### config.mk
export PLATFORM = sky130hd
export DESIGN_NAME = osd_cmd_tx
export DESIGN_NICKNAME = d
export VERILOG_FILES = /design/src/rtl/osd_pkg.sv /design/src/rtl/osd_strobe_timer.sv /design/src/rtl/osd_cmd_tx.sv
export SDC_FILE = /design/constraint.sdc
export NUM_CORES = 1
export LEC_CHECK = 0
export CAP_MARGIN = 40
export CORE_ASPECT_RATIO = 1.2
export CORE_MARGIN = 8
export CORE_UTILIZATION = 52
export CTS_CLUSTER_DIAMETER = 120
export DETAILED_ROUTE_END_ITERATION = 8
export HOLD_SLACK_MARGIN = 0.05
export MAX_ROUTING_LAYER = met4
export PLACE_DENSITY = 0.8
export REMOVE_ABC_BUFFERS = 1
export SLEW_MARGIN = 30
export SYNTH_ARGS = -nofsm -noshare
export SYNTH_HDL_FRONTEND = slang
export SYNTH_HIERARCHICAL = 1
export SYNTH_SLANG_ARGS = --single-unit
### constraint.sdc
create_clock -name clk_sys -period 4.1 [get_ports clk_sys]
set_input_delay 0.41 -clock clk_sys [delete_from_list [all_inputs] [get_ports clk_sys]]
set_output_delay 0.41 -clock clk_sys [all_outputs]
set_load 0.02 [all_outputs]
### src/rtl/osd_pkg.sv
// Shared constants and types for the OSD command initiator.
package osd_pkg;

  localparam logic [7:0] OSD_CMD_DISABLE = 8'h40;
  localparam logic [7:0] OSD_CMD_ENABLE  = 8'h41;
  localparam logic [7:0] OSD_CMD_WRITE   = 8'h20;
  localparam logic [7:0] OSD_CMD_PALETTE = 8'h80;
  localparam int         OSD_MAX_WORDS   = 5120;
  localparam int         OSD_AW          = 13;

  // IDLE: waiting for a request; LO/HI: strobe phases of the current slot;
  // GAP: io_osd held low so the receiver sees the frame close.
  typedef enum logic [1:0] {
    ST_IDLE = 2'd0,
    ST_LO   = 2'd1,
    ST_HI   = 2'd2,
    ST_GAP  = 2'd3
  } osd_state_e;

  // Requested word count limited to what the receiver's buffer can hold.
  function automatic logic [OSD_AW-1:0] clamp_len(input logic [OSD_AW-1:0] l);
    return (l > OSD_AW'(OSD_MAX_WORDS)) ? OSD_AW'(OSD_MAX_WORDS) : l;
  endfunction

endpackage

### src/rtl/osd_strobe_timer.sv
// Down-counting phase timer. The controller loads (phase length - 1) on the
// edge that enters a phase; `last` is high during the final cycle of that
// phase and `near` during the cycle before it.
module osd_strobe_timer #(
  parameter int W = 16
) (
  input  logic         clk_sys,
  input  logic         reset,
  input  logic         load,
  input  logic [W-1:0] load_val,
  output logic         last,
  output logic         near
);

  logic [W-1:0] cnt;

  // Count down to zero and hold there until the next load.
  always_ff @(posedge clk_sys) begin
    if (reset) begin
      cnt <= '0;
    end else if (load) begin
      cnt <= load_val;
    end else if (cnt != '0) begin
      cnt <= cnt - W'(1);
    end
  end

  assign last = (cnt == '0);
  assign near = (cnt == W'(1));

endmodule

### src/rtl/osd_cmd_tx.sv
// OSD command bus initiator: frames one command byte plus up to 5120 data
// words from a synchronous word buffer onto io_osd / io_strobe / io_din,
// then holds io_osd low for GAP cycles before accepting the next request.
module osd_cmd_tx
  import osd_pkg::*;
#(
  parameter int STB_HI = 2,
  parameter int STB_LO = 2,
  parameter int GAP    = 4
) (
  input  logic              clk_sys,
  input  logic              reset,
  input  logic              req_valid,
  output logic              req_ready,
  input  logic [7:0]        req_cmd,
  input  logic [OSD_AW-1:0] req_len,
  output logic [OSD_AW-1:0] rd_addr,
  input  logic [15:0]       rd_data,
  output logic              busy,
  output logic              done,
  output logic              io_osd,
  output logic              io_strobe,
  output logic [15:0]       io_din
);

  if (STB_HI < 1) begin : g_bad_stb_hi
    $error("osd_cmd_tx: STB_HI must be >= 1");
  end
  if (STB_LO < 1) begin : g_bad_stb_lo
    $error("osd_cmd_tx: STB_LO must be >= 1");
  end
  if (GAP < 1) begin : g_bad_gap
    $error("osd_cmd_tx: GAP must be >= 1");
  end

  localparam int TW = 16;
  localparam logic [TW-1:0] LO_N  = TW'(STB_LO - 1);
  localparam logic [TW-1:0] HI_N  = TW'(STB_HI - 1);
  localparam logic [TW-1:0] GAP_N = TW'(GAP - 1);

  osd_state_e        state;
  logic [OSD_AW-1:0] len;
  logic [OSD_AW-1:0] k;
  logic              tmr_load;
  logic [TW-1:0]     tmr_val;
  logic              tmr_last;
  logic              tmr_near;

  // Handshake: a request moves when req_valid & req_ready are both high at a
  // clock edge. req_ready is high only in IDLE and is registered, so it rises
  // one cycle after reset releases and one cycle after the gap ends.
  wire accept = (state == ST_IDLE) && req_ready && req_valid;

  // Phase timer (re)load on every phase entry.
  always_comb begin
    tmr_load = 1'b0;
    tmr_val  = '0;
    case (state)
      ST_IDLE: begin
        if (accept) begin
          tmr_load = 1'b1;
          tmr_val  = LO_N;
        end
      end
      ST_LO: begin
        if (tmr_last) begin
          tmr_load = 1'b1;
          tmr_val  = HI_N;
        end
      end
      ST_HI: begin
        if (tmr_last) begin
          tmr_load = 1'b1;
          tmr_val  = (k == len) ? GAP_N : LO_N;
        end
      end
      default: begin
      end
    endcase
  end

  osd_strobe_timer #(
    .W(TW)
  ) u_timer (
    .clk_sys  (clk_sys),
    .reset    (reset),
    .load     (tmr_load),
    .load_val (tmr_val),
    .last     (tmr_last),
    .near     (tmr_near)
  );

  // Frame sequencer with registered bus outputs.
  // io_din is loaded only on the edge entering a slot's LO phase, so it is
  // stable for the whole strobe-high window. The buffer address for slot k+1
  // is issued when slot k enters HI; with a one-cycle buffer latency the data
  // has landed by the LO entry of slot k+1 whenever STB_HI >= 2.
  always_ff @(posedge clk_sys) begin
    if (reset) begin
      state     <= ST_IDLE;
      len       <= '0;
      k         <= '0;
      rd_addr   <= '0;
      req_ready <= 1'b0;
      busy      <= 1'b0;
      done      <= 1'b0;
      io_osd    <= 1'b0;
      io_strobe <= 1'b0;
      io_din    <= '0;
    end else begin
      done <= 1'b0;
      case (state)
        ST_IDLE: begin
          if (!req_ready) begin
            req_ready <= 1'b1;
          end else if (req_valid) begin
            req_ready <= 1'b0;
            busy      <= 1'b1;
            len       <= clamp_len(req_len);
            k         <= '0;
            rd_addr   <= '0;
            io_osd    <= 1'b1;
            io_din    <= {8'h00, req_cmd};
            state     <= ST_LO;
          end
        end
        ST_LO: begin
          if (tmr_last) begin
            io_strobe <= 1'b1;
            if (k < len) begin
              rd_addr <= k;
            end
            state <= ST_HI;
          end
        end
        ST_HI: begin
          if (tmr_last) begin
            io_strobe <= 1'b0;
            if (k == len) begin
              io_osd <= 1'b0;
              io_din <= '0;
              done   <= (GAP == 1);
              state  <= ST_GAP;
            end else begin
              k      <= k + OSD_AW'(1);
              io_din <= rd_data;
              state  <= ST_LO;
            end
          end
        end
        ST_GAP: begin
          if (tmr_near) begin
            done <= 1'b1;
          end
          if (tmr_last) begin
            req_ready <= 1'b1;
            busy      <= 1'b0;
            state     <= ST_IDLE;
          end
        end
        default: begin
          state <= ST_IDLE;
        end
      endcase
    end
  end

endmodule

Word level (Yosys, flattened, before mapping)
Cells that the tools add are included.
{"block": "classes", "add_sub_neg": 2, "n_lt_le_gt_ge": 2, "eq_ne": 13, "n_mux": 44, "bitwise_logic": 1, "n_reduce_logical": 21}
{"operator": "16-bit 2-to-1 mux", "n": 6}
{"operator": "13-bit 2-to-1 mux", "n": 7}
{"operator": "13-bit one-hot mux with 2 select lines", "n": 2}
{"operator": "16-bit one-hot mux with 2 select lines", "n": 1}
{"operator": "5-bit AND reduction", "n": 4}
{"operator": "16-bit by 1-bit equality test with 1-bit output (second input constant)", "n": 1}
{"operator": "16-bit zero test", "n": 1}
{"operator": "2-bit 2-to-1 mux", "n": 8}
{"operator": "2-bit inequality test (second input constant)", "n": 8}
{"operator": "16-bit nonzero test", "n": 1}
{"operator": "16-bit by 1-bit subtractor with 16-bit output (second input constant)", "n": 1}
{"operator": "13-bit by 1-bit adder with 13-bit output (second input constant)", "n": 1}
{"operator": "13-bit equality test", "n": 1}
{"operator": "13-bit > comparator (second input constant)", "n": 1}
{"operator": "13-bit less-than comparator", "n": 1}
{"operator": "1-bit 2-to-1 mux", "n": 13}
{"operator": "1-bit one-hot mux with 2 select lines", "n": 5}
{"operator": "2-bit nonzero test", "n": 5}
{"operator": "2-bit one-hot mux with 4 select lines", "n": 1}
{"operator": "4-bit AND reduction", "n": 2}
{"operator": "2-bit one-hot mux with 3 select lines", "n": 1}
{"operator": "3-bit AND reduction", "n": 2}
{"operator": "2-bit equality test (second input constant)", "n": 2}
{"operator": "2-bit OR reduction", "n": 2}
{"operator": "other kinds (5)", "n": 6}
{"block": "word_totals", "ff_bits": 78, "input_bits": 40, "output_inout_bits": 34, "wordCells": 94}

Logic depth before layout (Yosys ltp)
Gate-level depths: netlist of run 1.
{"block": "depth", "depth_word": 6, "ltp_mapped": 13, "ltp_nobuf": 11}

Modules after synthesis
Netlist of run 1, hierarchy kept.
{"module": "osd_cmd_tx", "instances": 1, "cells_each": 352, "area_per_inst_um2": 3022.9, "seq_area_each_um2": 1241.2}
{"module": "osd_strobe_timer", "instances": 1, "cells_each": 111, "area_per_inst_um2": 972.2, "seq_area_each_um2": 320.3}

Least setup slack after synthesis of run 1
Ideal clock, no wire load.
{"block": "synth_timing", "path_type": "register to register", "startpoint": "register u_timer.cnt[11]", "endpoint": "register io_din[10]", "setup_ns": 0.065, "arrival_ns": 2.835, "required_ns": 4.035, "slack_ns": 1.200, "stages_incl_launch_ff": 13, "n_path_buf": 4, "period_less_slack_ns": 2.900, "path_cell_list": "dfxtp_1 -> or4_4 -> nor4_4 -> and2b_1 -> buf_4 -> buf_2 -> mux2i_1 -> or2_1 -> buf_2 -> a311oi_4 -> buf_6 -> a22oi_1 -> nor2_1"}
{"block": "synth_between", "elab_chain_cells": 3}
{"element": "start, declared", "line_no": "osd_strobe_timer.sv:15", "rtl": "logic [W-1:0] cnt;"}
{"element": "start signal, assigned", "line_no": "osd_strobe_timer.sv:22", "rtl": "cnt <= load_val;"}
{"element": "start signal, assigned", "line_no": "osd_strobe_timer.sv:24", "rtl": "cnt <= cnt - W'(1);"}
{"element": "16-bit zero test", "line_no": "osd_strobe_timer.sv:28", "rtl": "assign last = (cnt == '0);"}
{"element": "via tmr_last", "line_no": "osd_cmd_tx.sv:46", "rtl": "logic tmr_last;"}
{"element": "2-bit inequality test (no line)"}
{"element": "4-bit AND reduction (no line)"}
{"element": "end signal, assigned", "line_no": "osd_cmd_tx.sv:123", "rtl": "io_din <= {8'h00, req_cmd};"}
{"element": "end signal, assigned", "line_no": "osd_cmd_tx.sv:146", "rtl": "io_din <= rd_data;"}
{"element": "end, declared", "line_no": "osd_cmd_tx.sv:23", "rtl": "output logic [15:0] io_din"}
The timed path passes the listed nets, and every way through them passes these cells.
A chain may end at the register's enable or synchronous reset.

Worst setup path after layout of run 1
{"block": "layout_timing", "startpoint": "register u_timer.cnt[11]", "endpoint": "register io_din[5]"}
The elaborated chain is that of the path after synthesis.

==> results of run 1 <==
==> report_power, final <==
group	switching (mW)	internal [mW]	total [mW]
logic	0.746	0.509	1.26
registers	0.129	0.893	1.02
clock network	0.273	0.417	0.691
total	1.15	1.82	2.97
==> kinds of logic after synthesis <==
| family | Yosys count | share of synthesized area |
|---|---|---|
| multiplexers | 3 | 0.00752 |
| adder cells (fa/ha/maj) | 20 | 0.0626 |
| XOR/XNOR | 12 | 0.0263 |
| flip-flops | 78 | 0.391 |
| AO/OA/AOI/OAI | 131 | 0.239 |
| AND/OR/NAND/NOR | 168 | 0.215 |
| other | 1 | 0.000939 |
| buffers and inverters | 50 | 0.0573 |
==> layout make-up <==
| cell class | count | area share |
|---|---|---|
| clock inverter | 4 | 0.0189 |
| sequential | 78 | 0.310 |
| clock buffer | 11 | 0.0281 |
| multi-input combinational | 348 | 0.448 |
| inverter | 24 | 0.0179 |
| tap | 92 | 0.0229 |
| timing repair buffer | 80 | 0.155 |
==> worst max-delay path: cells and delay by family, from the launching register on <==
family,cells,cell delay [ps]
AOI/OAI and AO/OA,2,970
buffers and inverters,1,190
muxes,1,160
DFF,1,380
and+or+nand+nor,5,1690
==> Yosys cell counts (all sizes together), types with 8 or more instances <==
cell,n,share of area
dfxtp,78,0.39
nand2,60,0.057
nor2,35,0.034
a21oi,24,0.030
inv,23,0.022
o21ai,23,0.036
ha,20,0.063
nand3,18,0.023
clkbuf,17,0.016
o31ai,16,0.030
o311ai,14,0.031
or3,12,0.021
a22o,10,0.022
nor3,10,0.014
a22oi,9,0.017
buf,9,0.019
nor4,9,0.023
or4,9,0.019
a31oi,8,0.013
==> layer usage <==
| layer | routed length (um) | track usage | share of wire | vias up |
|---|---|---|---|---|
| met3 | 394 | 0.0247 | 0.039 | 12 |
| met5 | 0 | - | 0 | - |
| met1 | 4280 | 0.237 | 0.42 | 1755 |
| met4 | 165 | 0.0740 | 0.016 | 0 |
| li1 | - | - | - | 1848 |
| met2 | 5240 | 0.320 | 0.52 | 108 |
==> registers in the layout, summed over array words and instances (netlist names), 2 cells and up <==
register,cells
state,2
rd_addr,13
len,13
u_timer/cnt,16
io_din,16
k,13
==> stage by stage <==
step / utilization / cell area (um2)
floorplan: - / 3910
global route: 0.665 / 5030
detailed placement: 0.633 / 4800
finish: 0.665 / 5030
CTS: 0.665 / 5030
global placement: 0.633 / 4800
==> worst max-delay path by stage <==
stage | from | end | slack, ps | depth (start not counted)
after floorplan | u_timer/cnt[11] | k[0] | 1050 | 8
after global placement | u_timer/cnt[11] | k[0] | 760 | 9
after detailed placement | u_timer/cnt[11] | io_din[1] | 660 | 9
after CTS | u_timer/cnt[11] | io_din[5] | 620 | 9
after global routing | u_timer/cnt[11] | io_din[12] | 400 | 9
final | u_timer/cnt[11] | io_din[5] | 610 | 9
==> impl_results.md, run 1 <==
* Status: completed
* H-tree depth at 3
* First-pass GRT wire length at 16900 um
* Initial antenna violation count at 0
* Most frequent cells in the layout: dfxtp_1 (78), clkdlybuf4s50_1 (72), nand2_1 (59)
* Grt total ovfl at 0
* Register area at 0.00156 mm2
* Max-Cap Viols at 0
* Hold_buf cts at 0
* R2R depth at 9
* Worst Hold End: len[11]
* CP Cell Sequence: or4_4 > nor4_4 > and2b_1 > buf_4 > mux2i_1 > or2_1 > a311oi_4 > nand2_1 > a31oi_1
* Min-Delay Path Class: reg -> reg
* Post_cts resized at 0
* Largest net degree at the start of global routing at 31
* Wire per inst at 15.8 um
* CP max FO at 19
* Worst slew margin at 0.424
* Crit path time final at 3490 ps
* # Post-CTS Setup Buffers at 0
* Critical Path Max Stage Delay at 800 ps
* Ant diodes at 0
* Avg Vias per Cell at 5.84
* CP arrival at 3740 ps
* Max-slew violation count at 0
* Die width at 96.0 um
* Crit Reg-Reg Endpoint: io_din[5]
* DP HPWL at 7490 um
* Total number of vias at 3723
* Async set-reset flop share out of synthesis at 0
* Final WL at 10100 um
* CTS tree: built
* Fin worst setup slack at 613 ps
* Library cells used by synthesis at 59
* Via count of the first global-routing pass at 3616
* Core ar. at 0.00758 mm2
* Critical Path RT at 4360 ps
* Flop2flop setup slack at 610 ps
* Number of iterations in the first detailed-routing pass at 5
* Period utilisation layout at 0.851
* Number of synthesized flops with an enable pin at 0
* Die area at 0.0108 mm2
* GR Util All Layers at 0.196
* I/O pin count at 74
* Nets at 601
* Post-DRT Antenna Nets at 0
* Total power at 2.97 mW
* Finish-stage setup viols at 0
* # rows at 35
* Syn avg cell area at 8.63 um2
* Post-Synthesis Cells at 463
* Synth Warn # at 6
* Worst Hold Depth at 2
* CTS Sinks at 78
* CTS clk-pin slew, worst paths at 80 ps
* Starting Density at 0.527
* Max clock buf depth at 2
* Initial DRC count at 262
* RSZ-0062 raised after global routing: no
* VDD IR-drop max at 366 uV
* Layout cells sized above 1 at 0.0826
* Die Y at 112 um
* FF+latch count, synth at 78
* Post-synthesis sequential area ratio at 0.391
* Worst-Skew Late Latency at 340 ps
* Reg2reg start: u_timer/cnt[11]
* I/O Buffers at 73
* Placed Instances at 622
* Final hold vios at 0
* Most common cell after layout, fill and taps aside: dfxtp_1
* Number of fill cells at 661
* CTS Buf Count at 9
* Final hold slack at 466 ps
* Critical Path End Type: flop
* Hold Startpoint: len[11]
* CP startpoint kind: flop
* Fmax at 0.287 GHz
* Setup TNS at 0 ps
* Most used DFF post-synth: dfxtp_1
* Worst-Margin Slew at 858 ps
* Critical path class: reg -> reg
* Root Buffer: clkbuf_8
* Area Growth Syn to Fin at 26.0%
* GP Congestion at 0.936
* Setup Skew at 11.1 ps
* Cell area power density at 589 mW/mm2
* DR DRC count at 0
* Place WS at 662 ps
* Final cell count without fillers at 637
* Leakage at 1.80 nW
* Slowest stage cell, crit path: a311oi_4
* Multi-input gate area at 0.00225 mm2
* Netlist Area Pre-Place at 0.00400 mm2
(Power assumes the default switching activity.)
==> inputs of run 2 (changes only) <==
--- a/config.mk
+++ b/config.mk
@@ -11,6 +11,7 @@
 export CORE_UTILIZATION = 52
 export CTS_CLUSTER_DIAMETER = 120
 export DETAILED_ROUTE_END_ITERATION = 8
+export GPL_ROUTABILITY_DRIVEN = 0
 export HOLD_SLACK_MARGIN = 0.05
 export MAX_ROUTING_LAYER = met4
 export PLACE_DENSITY = 0.8
==> results of run 2 <==
No change in the layout: final DEF, timing and power equal those of run 1.
==> inputs of run 3 (changes only) <==
--- a/config.mk
+++ b/config.mk
@@ -12,6 +12,7 @@
 export CTS_CLUSTER_DIAMETER = 120
 export DETAILED_ROUTE_END_ITERATION = 8
 export GPL_ROUTABILITY_DRIVEN = 0
+export GPL_TIMING_DRIVEN = 0
 export HOLD_SLACK_MARGIN = 0.05
 export MAX_ROUTING_LAYER = met4
 export PLACE_DENSITY = 0.8
==> run 3 against run 2 <==
Against the previous run: sequential cell count unchanged; maximum frequency down 5.9%; register-to-register slack worse by 220 ps; power down 5.5%; critical path depth down 1; via count down 1.2%; combinational power about the same; clock power down 25%; critical path type unchanged; largest cell class unchanged.
==> impl_results.md, run 3 (same netlist as run 1, synthesis figures left out) <==
* R2R depth at 8
* RSZ-0062 raised after global routing: no
* VDD IR-drop max at 496 uV
* Setup TNS at 0 ps
* Status: completed
* Max clock buf depth at 2
* Total number of vias at 3678
* Avg Vias per Cell at 5.81
* Setup Skew at 8.48 ps
* Worst slew margin at 0.451
* Placed Instances at 616
* Starting Density at 0.527
* Finish-stage setup viols at 0
* CP Cell Sequence: or4_4 > nor4_4 > and2b_1 > mux2i_1 > or2_1 > a311oi_4 > nand2_1 > a31oi_1
* CTS clk-pin slew, worst paths at 70 ps
* CTS Buf Count at 9
* Critical Path RT at 4370 ps
* DR DRC count at 0
* CP delay by family, top: simple AND/OR/NAND/NOR gates
* Initial DRC count at 217
* Initial antenna violation count at 0
* Place WS at 329 ps
* Multi-input gate area at 0.00226 mm2
* Post_cts resized at 0
* # Post-CTS Setup Buffers at 0
* Stages on worst setup path at 8
* Via count of the first global-routing pass at 3694
* Max-slew violation count at 0
* CP arrival at 3980 ps
* I/O Buffers at 73
* Area Growth Syn to Fin at 23.9%
* Reg2reg start: u_timer/cnt[11]
* Final WL at 9840 um
* CTS Sinks at 78
* Critical Path End Type: flop
* Nets at 597
* Wire per inst at 15.5 um
* Flop2flop setup slack at 390 ps
* Period utilisation layout at 0.904
* H-tree depth at 3
* Worst-Margin Slew at 824 ps
* Total power at 2.80 mW
* Fin worst setup slack at 394 ps
* I/O pin count at 74
* Ant diodes at 0
* Critical path class: reg -> reg
* Placed Area at 0.00476 mm2
* Worst Hold End: len[11]
* Min-Delay Path Class: reg -> reg
* CP max FO at 19
* Root Buffer: clkbuf_8
* Die width at 96.0 um
* Largest regs: io_din (16), u_timer/cnt (16)
* Most frequent cells in the layout: dfxtp_1 (78), clkdlybuf4s50_1 (72), nand2_1 (59)
* Grt total ovfl at 0
* Most common cell after layout, fill and taps aside: dfxtp_1
* Crit Reg-Reg Endpoint: io_din[0]
* Worst Hold Depth at 2
* First-pass GRT wire length at 16800 um
* Die Y at 112 um
* Fmax at 0.270 GHz
* GR Util All Layers at 0.196
* Cell area power density at 566 mW/mm2
* Core ar. at 0.00758 mm2
* Slowest stage cell, crit path: a311oi_4
* Layout cells sized above 1 at 0.0795
* Register area at 0.00156 mm2
* Number of fill cells at 631
* Die area at 0.0108 mm2
* Post-DRT Antenna Nets at 0
* Final hold vios at 0
* Final cell count without fillers at 633
* Number of iterations in the first detailed-routing pass at 4
* Crit path time final at 3710 ps
* # rows at 35
* CP startpoint kind: flop
* Worst-Skew Late Latency at 360 ps
* Max-Cap Viols at 0
* Leakage at 1.76 nW
* Hold_buf cts at 0
* Largest net degree at the start of global routing at 58
* Finished Cell Area at 0.00495 mm2
* DP HPWL at 7200 um
* Critical Path Max Stage Delay at 790 ps
* CTS tree: built
* CP bufs+invs at 0
* Hold Startpoint: len[11]
-- run 3: cell types whose count changed in the layout (fill, tap and decap cells not counted), sizes merged --
cell | previous run | this run
buf | 8 | 4
bufinv | 3 | 0
clkinv | 2 | 4
clkinvlp | 0 | 1
-- run 3: routing by layer --
metal	vias to the layer above	share of wire	GRT usage	wire (um)
li1	1833	-	-	-
met4	0	0.020	0.0832	193
met1	1763	0.44	0.222	4280
met2	70	0.51	0.323	5020
met5	-	0	-	0
met3	12	0.034	0.0381	335
-- run 3: stage by stage --
stage | util | hold slack, ps
after detailed placement | 0.628 | 452
after CTS | 0.651 | 460
after floorplan | - | 426
final | 0.653 | 462
after global routing | 0.653 | 490
after global placement | 0.627 | 444
-- run 3: worst max path at each step --
stage	from	to	slack, ps
floorplan	u_timer/cnt[11]	k[0]	1050
global placement	reset	k[3]	-20
detailed placement	u_timer/cnt[11]	io_din[0]	330
CTS	u_timer/cnt[11]	io_din[0]	330
global route	u_timer/cnt[11]	io_din[0]	10
finish	u_timer/cnt[11]	io_din[0]	390
-- run 3: layout make-up --
cell class,count,share of cell area
Multi-Input combinational cell,348,0.456
Sequential cell,78,0.315
Timing Repair Buffer,76,0.152
Clock buffer,11,0.0306
Tap cell,92,0.0233
Inverter,24,0.0182
Clock inverter,4,0.00455
-- run 3: worst register-to-register path: stages, from the launching register on --
cell and delay (ps):
dfxtp_1 360, or4_4 600, nor4_4 300, and2b_1 480
mux2i_1 260, or2_1 540, a311oi_4 790, nand2_1 130
a31oi_1 170
-- run 3: power by group --
group | internal [mW] | switching, mW | total, mW
logic | 0.508 | 0.755 | 1.26
clock network | 0.246 | 0.275 | 0.521
registers | 0.893 | 0.128 | 1.02
